**config.mk**
```make
export PLATFORM = sky130hd
export DESIGN_NAME = id_issue_queue_flat
export DESIGN_NICKNAME = d
export VERILOG_FILES = /design/src/rtl/id_issue_queue_if.sv /design/src/rtl/id_issue_queue.sv /design/src/flat_wrapper.sv
export SDC_FILE = /design/constraint.sdc
export NUM_CORES = 1
export LEC_CHECK = 0
export ABC_AREA = 1
export CORE_MARGIN = 2
export CORE_UTILIZATION = 40
export DETAILED_ROUTE_END_ITERATION = 10
export HOLD_SLACK_MARGIN = 0.03
export PLACE_DENSITY_LB_ADDON = 0.15
export SLEW_MARGIN = 0
export SYNTH_ARGS = -nofsm -noshare
export SYNTH_HDL_FRONTEND = slang
export SYNTH_SLANG_ARGS = --single-unit
```
**constraint.sdc**
```tcl
create_clock -name clk -period 6.7 [get_ports clk]
set_input_delay 1.005 -clock clk [delete_from_list [all_inputs] [get_ports clk]]
set_output_delay 1.005 -clock clk [all_outputs]
set_load 0.02 [all_outputs]
```
**src/rtl/id_issue_queue_if.sv**
```systemverilog
// -----------------------------------------------------------------------------
// id_issue_queue_if
// Bundles every non-clock signal of the decode issue queue.
//   Fetch side    : in_valid, in_ready, in_pc, in_inst, flush
//   Regfile side  : rf_raddr1/2 (queue drives), rf_rdata1/2 (combinational data)
//   Forward side  : fwd_we, fwd_waddr, fwd_wdata, fwd_is_load (channel 0 youngest)
//   Execute side  : out_valid, out_ready, out_pc, out_inst, out_src1/2, stallreq
//   Status        : count, hazard_cnt
// Modports: slave = the queue itself, master = the surrounding pipeline.
// DEPTH/NUM_FWD must match the parameters of the attached queue.
//
// Handshake: a transfer on in_* happens on a rising edge where in_valid and
// in_ready are both high and flush is low; a transfer on out_* happens on a
// rising edge where out_valid and out_ready are both high and flush is low.
// in_ready never depends on out_ready; out_valid may drop combinationally
// when a load-use hazard appears on the head entry.
// -----------------------------------------------------------------------------
interface id_issue_queue_if #(
  parameter int DEPTH   = 4,
  parameter int NUM_FWD = 3
);
  localparam int CW = $clog2(DEPTH) + 1;

  logic                   in_valid;
  logic                   in_ready;
  logic [31:0]            in_pc;
  logic [31:0]            in_inst;
  logic                   flush;
  logic [4:0]             rf_raddr1;
  logic [4:0]             rf_raddr2;
  logic [31:0]            rf_rdata1;
  logic [31:0]            rf_rdata2;
  logic [NUM_FWD-1:0]     fwd_we;
  logic [5*NUM_FWD-1:0]   fwd_waddr;
  logic [32*NUM_FWD-1:0]  fwd_wdata;
  logic [NUM_FWD-1:0]     fwd_is_load;
  logic                   out_valid;
  logic                   out_ready;
  logic [31:0]            out_pc;
  logic [31:0]            out_inst;
  logic [31:0]            out_src1;
  logic [31:0]            out_src2;
  logic                   stallreq;
  logic [CW-1:0]          count;
  logic [15:0]            hazard_cnt;

  modport slave (
    input  in_valid, in_pc, in_inst, flush, rf_rdata1, rf_rdata2,
           fwd_we, fwd_waddr, fwd_wdata, fwd_is_load, out_ready,
    output in_ready, rf_raddr1, rf_raddr2, out_valid, out_pc, out_inst,
           out_src1, out_src2, stallreq, count, hazard_cnt
  );

  modport master (
    output in_valid, in_pc, in_inst, flush, rf_rdata1, rf_rdata2,
           fwd_we, fwd_waddr, fwd_wdata, fwd_is_load, out_ready,
    input  in_ready, rf_raddr1, rf_raddr2, out_valid, out_pc, out_inst,
           out_src1, out_src2, stallreq, count, hazard_cnt
  );
endinterface

```
**src/rtl/id_issue_queue.sv**
```systemverilog
// -----------------------------------------------------------------------------
// id_issue_queue
// First-word-fall-through instruction queue between fetch and execute with
// operand forwarding and a load-use interlock on the head entry.
// Ports:
//   clk    - rising-edge clock
//   resetn - asynchronous active-low reset (clears pointers, count,
//            hazard counter and storage)
//   bus    - id_issue_queue_if.slave carrying the fetch, regfile, forwarding,
//            execute and status signals
// -----------------------------------------------------------------------------
module id_issue_queue #(
  parameter int DEPTH   = 4,
  parameter int NUM_FWD = 3
) (
  input  logic           clk,
  input  logic           resetn,
  id_issue_queue_if.slave bus
);
  localparam int AW = $clog2(DEPTH);
  localparam int CW = AW + 1;

  logic [31:0]   r_pc   [DEPTH];
  logic [31:0]   r_inst [DEPTH];
  logic [AW-1:0] r_wptr;
  logic [AW-1:0] r_rptr;
  logic [CW-1:0] r_count;
  logic [15:0]   r_hazard_cnt;

  logic          w_empty;
  logic [31:0]   w_head_pc;
  logic [31:0]   w_head_inst;
  logic [4:0]    w_rs;
  logic [4:0]    w_rt;
  logic [31:0]   w_src1;
  logic [31:0]   w_src2;
  logic          w_ld1;
  logic          w_ld2;
  logic          w_hazard;
  logic          w_in_ready;
  logic          w_out_valid;
  logic          w_push;
  logic          w_pop;

  assign w_empty     = (r_count == '0);
  assign w_head_pc   = w_empty ? 32'd0 : r_pc[r_rptr];
  assign w_head_inst = w_empty ? 32'd0 : r_inst[r_rptr];
  assign w_rs        = w_head_inst[25:21];
  assign w_rt        = w_head_inst[20:16];

  // Scan from the oldest channel to the youngest so the lowest matching index
  // wins; its load flag travels with it, so a younger non-load match hides an
  // older load. Register 0 always reads as zero and never interlocks.
  always_comb begin
    w_src1 = bus.rf_rdata1;
    w_ld1  = 1'b0;
    w_src2 = bus.rf_rdata2;
    w_ld2  = 1'b0;
    for (int k = NUM_FWD - 1; k >= 0; k--) begin
      if (bus.fwd_we[k] && (bus.fwd_waddr[5*k +: 5] == w_rs)) begin
        w_src1 = bus.fwd_wdata[32*k +: 32];
        w_ld1  = bus.fwd_is_load[k];
      end
      if (bus.fwd_we[k] && (bus.fwd_waddr[5*k +: 5] == w_rt)) begin
        w_src2 = bus.fwd_wdata[32*k +: 32];
        w_ld2  = bus.fwd_is_load[k];
      end
    end
    if (w_rs == 5'd0) begin
      w_src1 = 32'd0;
      w_ld1  = 1'b0;
    end
    if (w_rt == 5'd0) begin
      w_src2 = 32'd0;
      w_ld2  = 1'b0;
    end
  end

  // Both fields are checked whatever the opcode: a conservative interlock.
  assign w_hazard    = !w_empty && (w_ld1 || w_ld2);
  // Full queue refuses a push even when a pop happens in the same cycle.
  assign w_in_ready  = (r_count < CW'(DEPTH));
  assign w_out_valid = !w_empty && !w_hazard && !bus.flush;
  assign w_push      = bus.in_valid && w_in_ready && !bus.flush;
  assign w_pop       = w_out_valid && bus.out_ready;

  always_ff @(posedge clk or negedge resetn) begin
    if (!resetn) begin
      r_wptr  <= '0;
      r_rptr  <= '0;
      r_count <= '0;
      for (int i = 0; i < DEPTH; i++) begin
        r_pc[i]   <= 32'd0;
        r_inst[i] <= 32'd0;
      end
    end else if (bus.flush) begin
      r_wptr  <= '0;
      r_rptr  <= '0;
      r_count <= '0;
    end else begin
      if (w_push) begin
        r_pc[r_wptr]   <= bus.in_pc;
        r_inst[r_wptr] <= bus.in_inst;
        r_wptr         <= r_wptr + 1'b1;
      end
      if (w_pop) begin
        r_rptr <= r_rptr + 1'b1;
      end
      case ({w_push, w_pop})
        2'b10:   r_count <= r_count + 1'b1;
        2'b01:   r_count <= r_count - 1'b1;
        default: r_count <= r_count;
      endcase
    end
  end

  // Stall-cycle statistic survives flushes; only reset clears it.
  always_ff @(posedge clk or negedge resetn) begin
    if (!resetn) begin
      r_hazard_cnt <= 16'd0;
    end else if (w_hazard && (r_hazard_cnt != 16'hFFFF)) begin
      r_hazard_cnt <= r_hazard_cnt + 16'd1;
    end
  end

  assign bus.in_ready   = w_in_ready;
  assign bus.rf_raddr1  = w_rs;
  assign bus.rf_raddr2  = w_rt;
  assign bus.out_valid  = w_out_valid;
  assign bus.out_pc     = w_head_pc;
  assign bus.out_inst   = w_head_inst;
  assign bus.out_src1   = w_src1;
  assign bus.out_src2   = w_src2;
  assign bus.stallreq   = w_hazard;
  assign bus.count      = r_count;
  assign bus.hazard_cnt = r_hazard_cnt;
endmodule
```
**src/flat_wrapper.sv**
```systemverilog
// flat-port wrapper written by rule: the top's interface ports become plain ports
module id_issue_queue_flat 
#(
  parameter int DEPTH   = 4,
  parameter int NUM_FWD = 3
)
  (clk, resetn, bus_in_valid, bus_in_pc, bus_in_inst, bus_flush, bus_rf_rdata1, bus_rf_rdata2, bus_fwd_we, bus_fwd_waddr, bus_fwd_wdata, bus_fwd_is_load, bus_out_ready, bus_in_ready, bus_rf_raddr1, bus_rf_raddr2, bus_out_valid, bus_out_pc, bus_out_inst, bus_out_src1, bus_out_src2, bus_stallreq, bus_count, bus_hazard_cnt);
  id_issue_queue_if #(.DEPTH(DEPTH), .NUM_FWD(NUM_FWD)) bus_i ();
  input  logic clk;
  input  logic resetn;
  input wire logic [$bits(bus_i.in_valid)-1:0] bus_in_valid;
  input wire logic [$bits(bus_i.in_pc)-1:0] bus_in_pc;
  input wire logic [$bits(bus_i.in_inst)-1:0] bus_in_inst;
  input wire logic [$bits(bus_i.flush)-1:0] bus_flush;
  input wire logic [$bits(bus_i.rf_rdata1)-1:0] bus_rf_rdata1;
  input wire logic [$bits(bus_i.rf_rdata2)-1:0] bus_rf_rdata2;
  input wire logic [$bits(bus_i.fwd_we)-1:0] bus_fwd_we;
  input wire logic [$bits(bus_i.fwd_waddr)-1:0] bus_fwd_waddr;
  input wire logic [$bits(bus_i.fwd_wdata)-1:0] bus_fwd_wdata;
  input wire logic [$bits(bus_i.fwd_is_load)-1:0] bus_fwd_is_load;
  input wire logic [$bits(bus_i.out_ready)-1:0] bus_out_ready;
  output wire logic [$bits(bus_i.in_ready)-1:0] bus_in_ready;
  output wire logic [$bits(bus_i.rf_raddr1)-1:0] bus_rf_raddr1;
  output wire logic [$bits(bus_i.rf_raddr2)-1:0] bus_rf_raddr2;
  output wire logic [$bits(bus_i.out_valid)-1:0] bus_out_valid;
  output wire logic [$bits(bus_i.out_pc)-1:0] bus_out_pc;
  output wire logic [$bits(bus_i.out_inst)-1:0] bus_out_inst;
  output wire logic [$bits(bus_i.out_src1)-1:0] bus_out_src1;
  output wire logic [$bits(bus_i.out_src2)-1:0] bus_out_src2;
  output wire logic [$bits(bus_i.stallreq)-1:0] bus_stallreq;
  output wire logic [$bits(bus_i.count)-1:0] bus_count;
  output wire logic [$bits(bus_i.hazard_cnt)-1:0] bus_hazard_cnt;
  assign bus_i.in_valid = bus_in_valid;
  assign bus_i.in_pc = bus_in_pc;
  assign bus_i.in_inst = bus_in_inst;
  assign bus_i.flush = bus_flush;
  assign bus_i.rf_rdata1 = bus_rf_rdata1;
  assign bus_i.rf_rdata2 = bus_rf_rdata2;
  assign bus_i.fwd_we = bus_fwd_we;
  assign bus_i.fwd_waddr = bus_fwd_waddr;
  assign bus_i.fwd_wdata = bus_fwd_wdata;
  assign bus_i.fwd_is_load = bus_fwd_is_load;
  assign bus_i.out_ready = bus_out_ready;
  assign bus_in_ready = bus_i.in_ready;
  assign bus_rf_raddr1 = bus_i.rf_raddr1;
  assign bus_rf_raddr2 = bus_i.rf_raddr2;
  assign bus_out_valid = bus_i.out_valid;
  assign bus_out_pc = bus_i.out_pc;
  assign bus_out_inst = bus_i.out_inst;
  assign bus_out_src1 = bus_i.out_src1;
  assign bus_out_src2 = bus_i.out_src2;
  assign bus_stallreq = bus_i.stallreq;
  assign bus_count = bus_i.count;
  assign bus_hazard_cnt = bus_i.hazard_cnt;
  id_issue_queue #(.DEPTH(DEPTH), .NUM_FWD(NUM_FWD)) u_core (.clk(clk), .resetn(resetn), .bus(bus_i));
endmodule
```
# [Word level (Yosys, flattened, before mapping)]
# Cells that the tools add are included.
[word_totals] romBits=0 latchBits=0 ramBits=0 n_memories=0 ff_bits=279 word_cells=92 inputBits=250 out_inout_bits=160
[classes] n_lt_le_gt_ge=4 eq_ne=9 mux=34 bitwise_logic=3 n_reduce_logical=25 div=0 n_shift=0 addsub=5 multipliers=0
[ops] operator="32-bit 2-to-1 mux" count=15
[ops] operator="128-bit bitwise mux" count=2
[ops] operator="32-bit binary-select mux with 2-bit select" count=2
[ops] operator="32-bit demux with 2-bit select" count=1
[ops] operator="5-bit equality test" count=6
[ops] operator="16-bit by 1-bit adder with 16-bit output, second input constant" count=1
[ops] operator="16-bit inequality test, second input constant" count=1
[ops] operator="1-bit logical AND" count=14
[ops] operator="5-bit zero test" count=2
[ops] operator="1-bit 2-to-1 mux" count=8
[ops] operator="2-bit 2-to-1 mux" count=4
[ops] operator="3-bit greater-or-equal comparator, second input constant" count=2
[ops] operator="2-bit inverter with 3-bit output" count=2
[ops] operator="3-bit one-hot mux with 2 select lines" count=1
[ops] operator="2-bit by 1-bit adder with 2-bit output, second input constant" count=2
[ops] operator="2-bit nonzero test" count=2
[ops] operator="3-bit by 1-bit adder with 3-bit output, second input constant" count=1
[ops] operator="1-bit zero test" count=3
[ops] operator="3-bit zero test" count=1
[ops] operator="3-bit by 1-bit less-than comparator with 1-bit output, second input constant" count=1
[ops] operator="3-bit less-than comparator, second input constant" count=1
[ops] operator="3-bit 2-to-1 mux" count=1
[ops] operator="3-bit nonzero test" count=1
[ops] operator="3-bit by 1-bit subtractor with 3-bit output, second input constant" count=1
[ops] operator="5 further kinds" count=5

# [Depth between registers and ports, before layout]
[logic_depth] ltp_word=20 mapped_depth=23 mapped_depth_nobuf=22

# [Worst setup path before layout]
# Ideal clock, no wire load.
[synth_timing] path_kind="input port to output port" startpoint="input port bus_fwd_waddr[0]" endpoint="output port bus_out_src2[10]" slack_ns=3.447 cell_stages=11 path_buffers=2 t_required_ns=5.695 arrival_ns=2.248 path_cell_list="inv_1 nand3_1 nand2_1 nor2_1 nand2_1 nor2_1 clkbuf_1 clkbuf_1 a21oi_1 o21ai_0 inv_1"
[synth_via] elab_chain_len=4
[synth_rtl] item="from (decl)" line_no="flat_wrapper.sv:18" source="input wire logic [$bits(bus_i.fwd_waddr)-1:0] bus_fwd_waddr;"
[synth_rtl] item="5-bit equality test" line_no="id_issue_queue.sv:64" source="if (bus.fwd_we[k] && (bus.fwd_waddr[5*k +: 5] == w_rt)) begin"
[synth_rtl] item="1-bit logical AND" line_no="id_issue_queue.sv:64"
[synth_rtl] item="32-bit 2-to-1 mux" line_no="id_issue_queue.sv:64"
[synth_rtl] item="32-bit 2-to-1 mux" line_no="id_issue_queue.sv:73" source="if (w_rt == 5'd0) begin"
[synth_rtl] item="to (decl)" line_no="flat_wrapper.sv:29" source="output wire logic [$bits(bus_i.out_src2)-1:0] bus_out_src2;"
# Every way passes these cells.

# [Worst setup path in the final report]
[layout_timing] startpoint="register u_core.r_rptr[0]" endpoint="output port bus_out_src2[28]"
[layout_via] elab_chain_len=11 elab_cells_between_ends=16 classes_between="eq/ne: 3; mux: 8; bitwise: 1; reduce/logical: 4"
[layout_rtl] item="from (decl)" line_no="id_issue_queue.sv:26" source="logic [AW-1:0] r_rptr;"
[layout_rtl] item="from (signal assigned)" line_no="id_issue_queue.sv:107" source="r_rptr <= r_rptr + 1'b1;"
[layout_rtl] item="2-bit inverter with 3-bit output (not written as such) (*)" line_no="id_issue_queue.sv:47" source="assign w_head_inst = w_empty ? 32'd0 : r_inst[r_rptr];"
[layout_rtl] item="32-bit binary-select mux with 2-bit select (*)" line_no="id_issue_queue.sv:47"
[layout_rtl] item="32-bit 2-to-1 mux (not written as such) (*) (2 in series)" line_no="id_issue_queue.sv:47"
[layout_rtl] item="32-bit 2-to-1 mux (*)" line_no="id_issue_queue.sv:47"
[layout_rtl] item="5-bit equality test" line_no="id_issue_queue.sv:64"
[layout_rtl] item="1-bit logical AND" line_no="id_issue_queue.sv:64"
[layout_rtl] item="32-bit 2-to-1 mux (3 in series)" line_no="id_issue_queue.sv:64"
[layout_rtl] item="32-bit 2-to-1 mux (*)" line_no="id_issue_queue.sv:73"
# Mark *: on every way between the ends. The rest lies on a longest branch, timed or not. The select of a mux whose other input is x is not followed.

==> impl_metrics.tcl <==
set metrics [dict create \
    post_route_cells_drive_above_1_share 0.0445 \
    drt_first_iter_violations 1230 \
    synth-xor-area-share 0.0106 \
    synth-seq-area-share 0.445 \
    grt_overflow 0 \
    timing.setup.critical_path_class "register to primary output" \
    tritoncts.num_buffers 30 \
    postCtsSetupBuffers 0 \
    vdd.ir_drop.worst_uv 298 \
    setup-violations-final 0 \
    top_cell_type_s_share_of_synthesized_area 0.445 \
    clock_power_frac 0.161 \
    final_core_util 0.545 \
    drv.max_cap_violation_count 0 \
    floorplan.core_area_um2 38600 \
    end_kind "primary output" \
    boundaryPins 410 \
    seqPwrFrac 0.265 \
    vias 15982 \
    grt_pass1_wl_mm 87.5 \
    dpl.hpwl_mm 38.8 \
    ctsRootBufferMaster "clkbuf_16" \
    grt_use_total 0.268 \
    async_flop_share 1.00 \
    dp_worst_setup_slack_ps 1160 \
    timing.final.crit_share 0.914 \
    postLayoutSetupSlackWorst_ps 574 \
    comb_power_share 0.573 \
    start_util 0.406 \
    crit_path_max_fanout 102 \
    achievable-frequency_ghz 0.163 \
    leakage_nw 10.1 \
    timing.rr.end "u_core.bus.count[1]" \
    drt.antenna.violating_nets 0 \
    slew-limit-headroom 0.233 \
    finalWirelength_mm 55.5 \
    post_synth.cell_area_avg_um2 6.94 \
    crit_required_ps 5690 \
    r2r.worst_path.cells 17 \
    syn-instance-count 2259 \
    yosysTopAreaCell "dfrtp_1" \
    r2r_start "u_core.r_rptr[0]" \
    synth-compound-area-share 0.204 \
    timing_hold_violations_final 0 \
    placement_rows 72 \
    maximum_clock_skew_at_final_layout_ps 15.8 \
    die_width_um 202 \
    drc 0 \
    net_count_after_synthesis 2515 \
    multi_input_area_um2 7150 \
    grt_pass1_vias 15367 \
    netlist_top_cells_area "dfrtp_1 (45%), o21ai_0 (14%), nand2_1 (12%)" \
    post_synth_num_cell_types 31 \
    worst_min_path_class "register to register" \
    timing.critical_path.arrival_ps 5120 \
    route.detailed.vias_per_inst 5.14 \
    prevailing_post_synth_register_cell "dfrtp_1" \
    final.min_clock_period_ps 6130 \
    final_net_count 2819 \
    cts_hold_buf 0 \
    clock_tree.buffer_depth 3 \
    seq_area_um2 6990 \
    status "finished clean" \
    largest_net_degree_at_the_start_of_global_routing 103 \
    route.detailed.wl_per_inst_um 17.9 \
    hold-path-endpoint "u_core.r_pc[21]" \
    synth_area_um2 15700 \
    finalSetupTns_ps 0 \
    sw_frac_of_total 0.444 \
    worstHoldPathCells 2 \
    hold_path.startpoint "u_core.r_pc[21]" \
    fp.dieH_um 202 \
    synth_fa_ha_area_frac 0.00526 \
    startpoint_type "register" \
    clock_sink_count 279 \
    synth.mux.area_fraction 0 \
    gp_routability_congestion 1.01 \
    grt_antenna_before_repair 5 \
    ctsResizeCount 0 \
    numPortBuffers 409 \
    switching_pwr_w 0.00468 \
    p_int_w 0.00585 \
    synth_enable_flop_cells 0 \
    filler_cell_count 3700 \
    synthesis.yosys.warnings 0 \
    clk_latency_ps 550 \
    setup_repair_after_global_routing_missed_its_margin "false" \
    synth_simple_gate_area_share 0.231 \
    path_clk_slew_ps 60 \
    synth_top_family_by_area "simple AND/OR/NAND/NOR gates" \
    rrSetupSlack_ps 2140 \
    drt_first_pass_iters 6 \
    ys_ff_latch 279 \
    worst_slew_pin_slew_ps 1150 \
    die_area_um2 40800 \
    clock_tree.htree_level_count 1 \
    power_per_cell_area_nw_per_um2 500 \
    slew_viols_final 0 \
    syn_to_final_growth_pct 34.4 \
    cts_tree "yes" \
]
worst max-delay path by stage:
stage	from	endpoint	slack [ps]	depth (start not counted)
CTS	u_core.r_rptr[0]	bus_out_src2[31]	580	17
global placement	u_core.r_rptr[0]	bus_out_src2[31]	1260	17
finish	u_core.r_rptr[0]	bus_out_src2[28]	570	17
detailed placement	u_core.r_rptr[0]	bus_out_src2[31]	1160	17
global route	u_core.r_rptr[0]	bus_out_src1[23]	80	14
floorplan	bus_fwd_waddr[0]	bus_out_src2[10]	3450	11
synth_stat cells, types with 2 or more instances:
cell type	count
nor3_1	2
nand2_1	520
nand4_1	4
nand2_2	7
nor2_4	3
xnor2_1	5
buf_4	14
nand3_1	57
buf_1	29
a31oi_1	64
nor3_2	2
dfrtp_1	279
ha_1	5
nor2_2	3
inv_2	8
o21ai_0	435
nand2_4	2
inv_1	243
nor2_1	314
xor2_1	14
buf_2	8
clkbuf_1	110
a21oi_1	123
registers in the layout (all words and copies together), names as in the netlist:
signal	flops
u_core.bus.hazard_cnt	16
u_core.r_rptr	2
u_core.r_wptr	2
u_core.r_pc	128
u_core.bus.count	3
u_core.r_inst	128
per-stage QoR:
stage | power, W | instances | cell area [µm²] | hold WS [ps]
CTS | 0.0106 | 3103 | 21100 | 483
finish | 0.0105 | 3107 | 21100 | 478
global route | 0.0114 | 3106 | 21100 | 499
floorplan | 0.00631 | 2259 | 15700 | 448
detailed placement | 0.00886 | 3049 | 20000 | 467
global placement | 0.00879 | 3049 | 20000 | 459
worst max-delay path, stage by stage (launching register included):
cell and delay [ps]:
dfrtp_4 630, buf_4 920, nand2_1 120, nand3_1 120, nand2_1 110, nand2_1 170
inv_1 130, nand2_1 70, nand4_1 130, nor2_4 100, buf_4 360, inv_1 70
buf_4 260, nand2_1 110, a31oi_1 70, o21ai_0 430, inv_1 100, clkdlybuf4s50_1 560
cell families after synthesis:
logic type / count (synthesis)
compound gates: 624
xor+xnor: 19
fa+ha+maj: 6
buf+inv: 413
flops: 279
simple gates: 918
cell type report:
type | instances | share of cell area
diodes | 4 | 0.000475
flip-flops and latches | 279 | 0.331
clock buffers | 44 | 0.0438
repair buffers | 434 | 0.204
clock inverters | 10 | 0.00546
well taps | 518 | 0.0308
multi-input cells | 1567 | 0.339
inverters | 251 | 0.0448
per-layer routing:
layer	global-route usage	up-vias	wire, µm
li1	-	7795	-
met1	0.349	7499	23500
met2	0.452	580	26500
met3	0.0393	106	3360
met4	0.100	2	2150
met5	0	-	13
power by group through the flow:
stage	Clock, W	Sequential [W]	Combinational (W)
after floorplan	0	0.00271	0.00361
after detailed placement	0	0.00281	0.00605
final	0.00170	0.00279	0.00604
after global placement	0	0.00278	0.00601
after CTS	0.00174	0.00279	0.00607
after global routing	0.00182	0.00289	0.00665
layout by cell type (no fill, tap or decap), types with 5 or more instances in the layout:
master,instances
nand2_2,7
a31oi_1,64
xor2_1,14
clkbuf_8,12
inv_1,243
clkinv_2,7
o21ai_0,435
nand2_1,516
clkbuf_16,30
dfrtp_1,277
xnor2_1,5
buf_4,24
nand2_4,6
ha_1,5
nand3_1,55
nor2_4,5
clkdlybuf4s50_1,408
nor2_1,313
a21oi_1,123
inv_2,7
No activity file was read; power rests on OpenSTA's default activity.
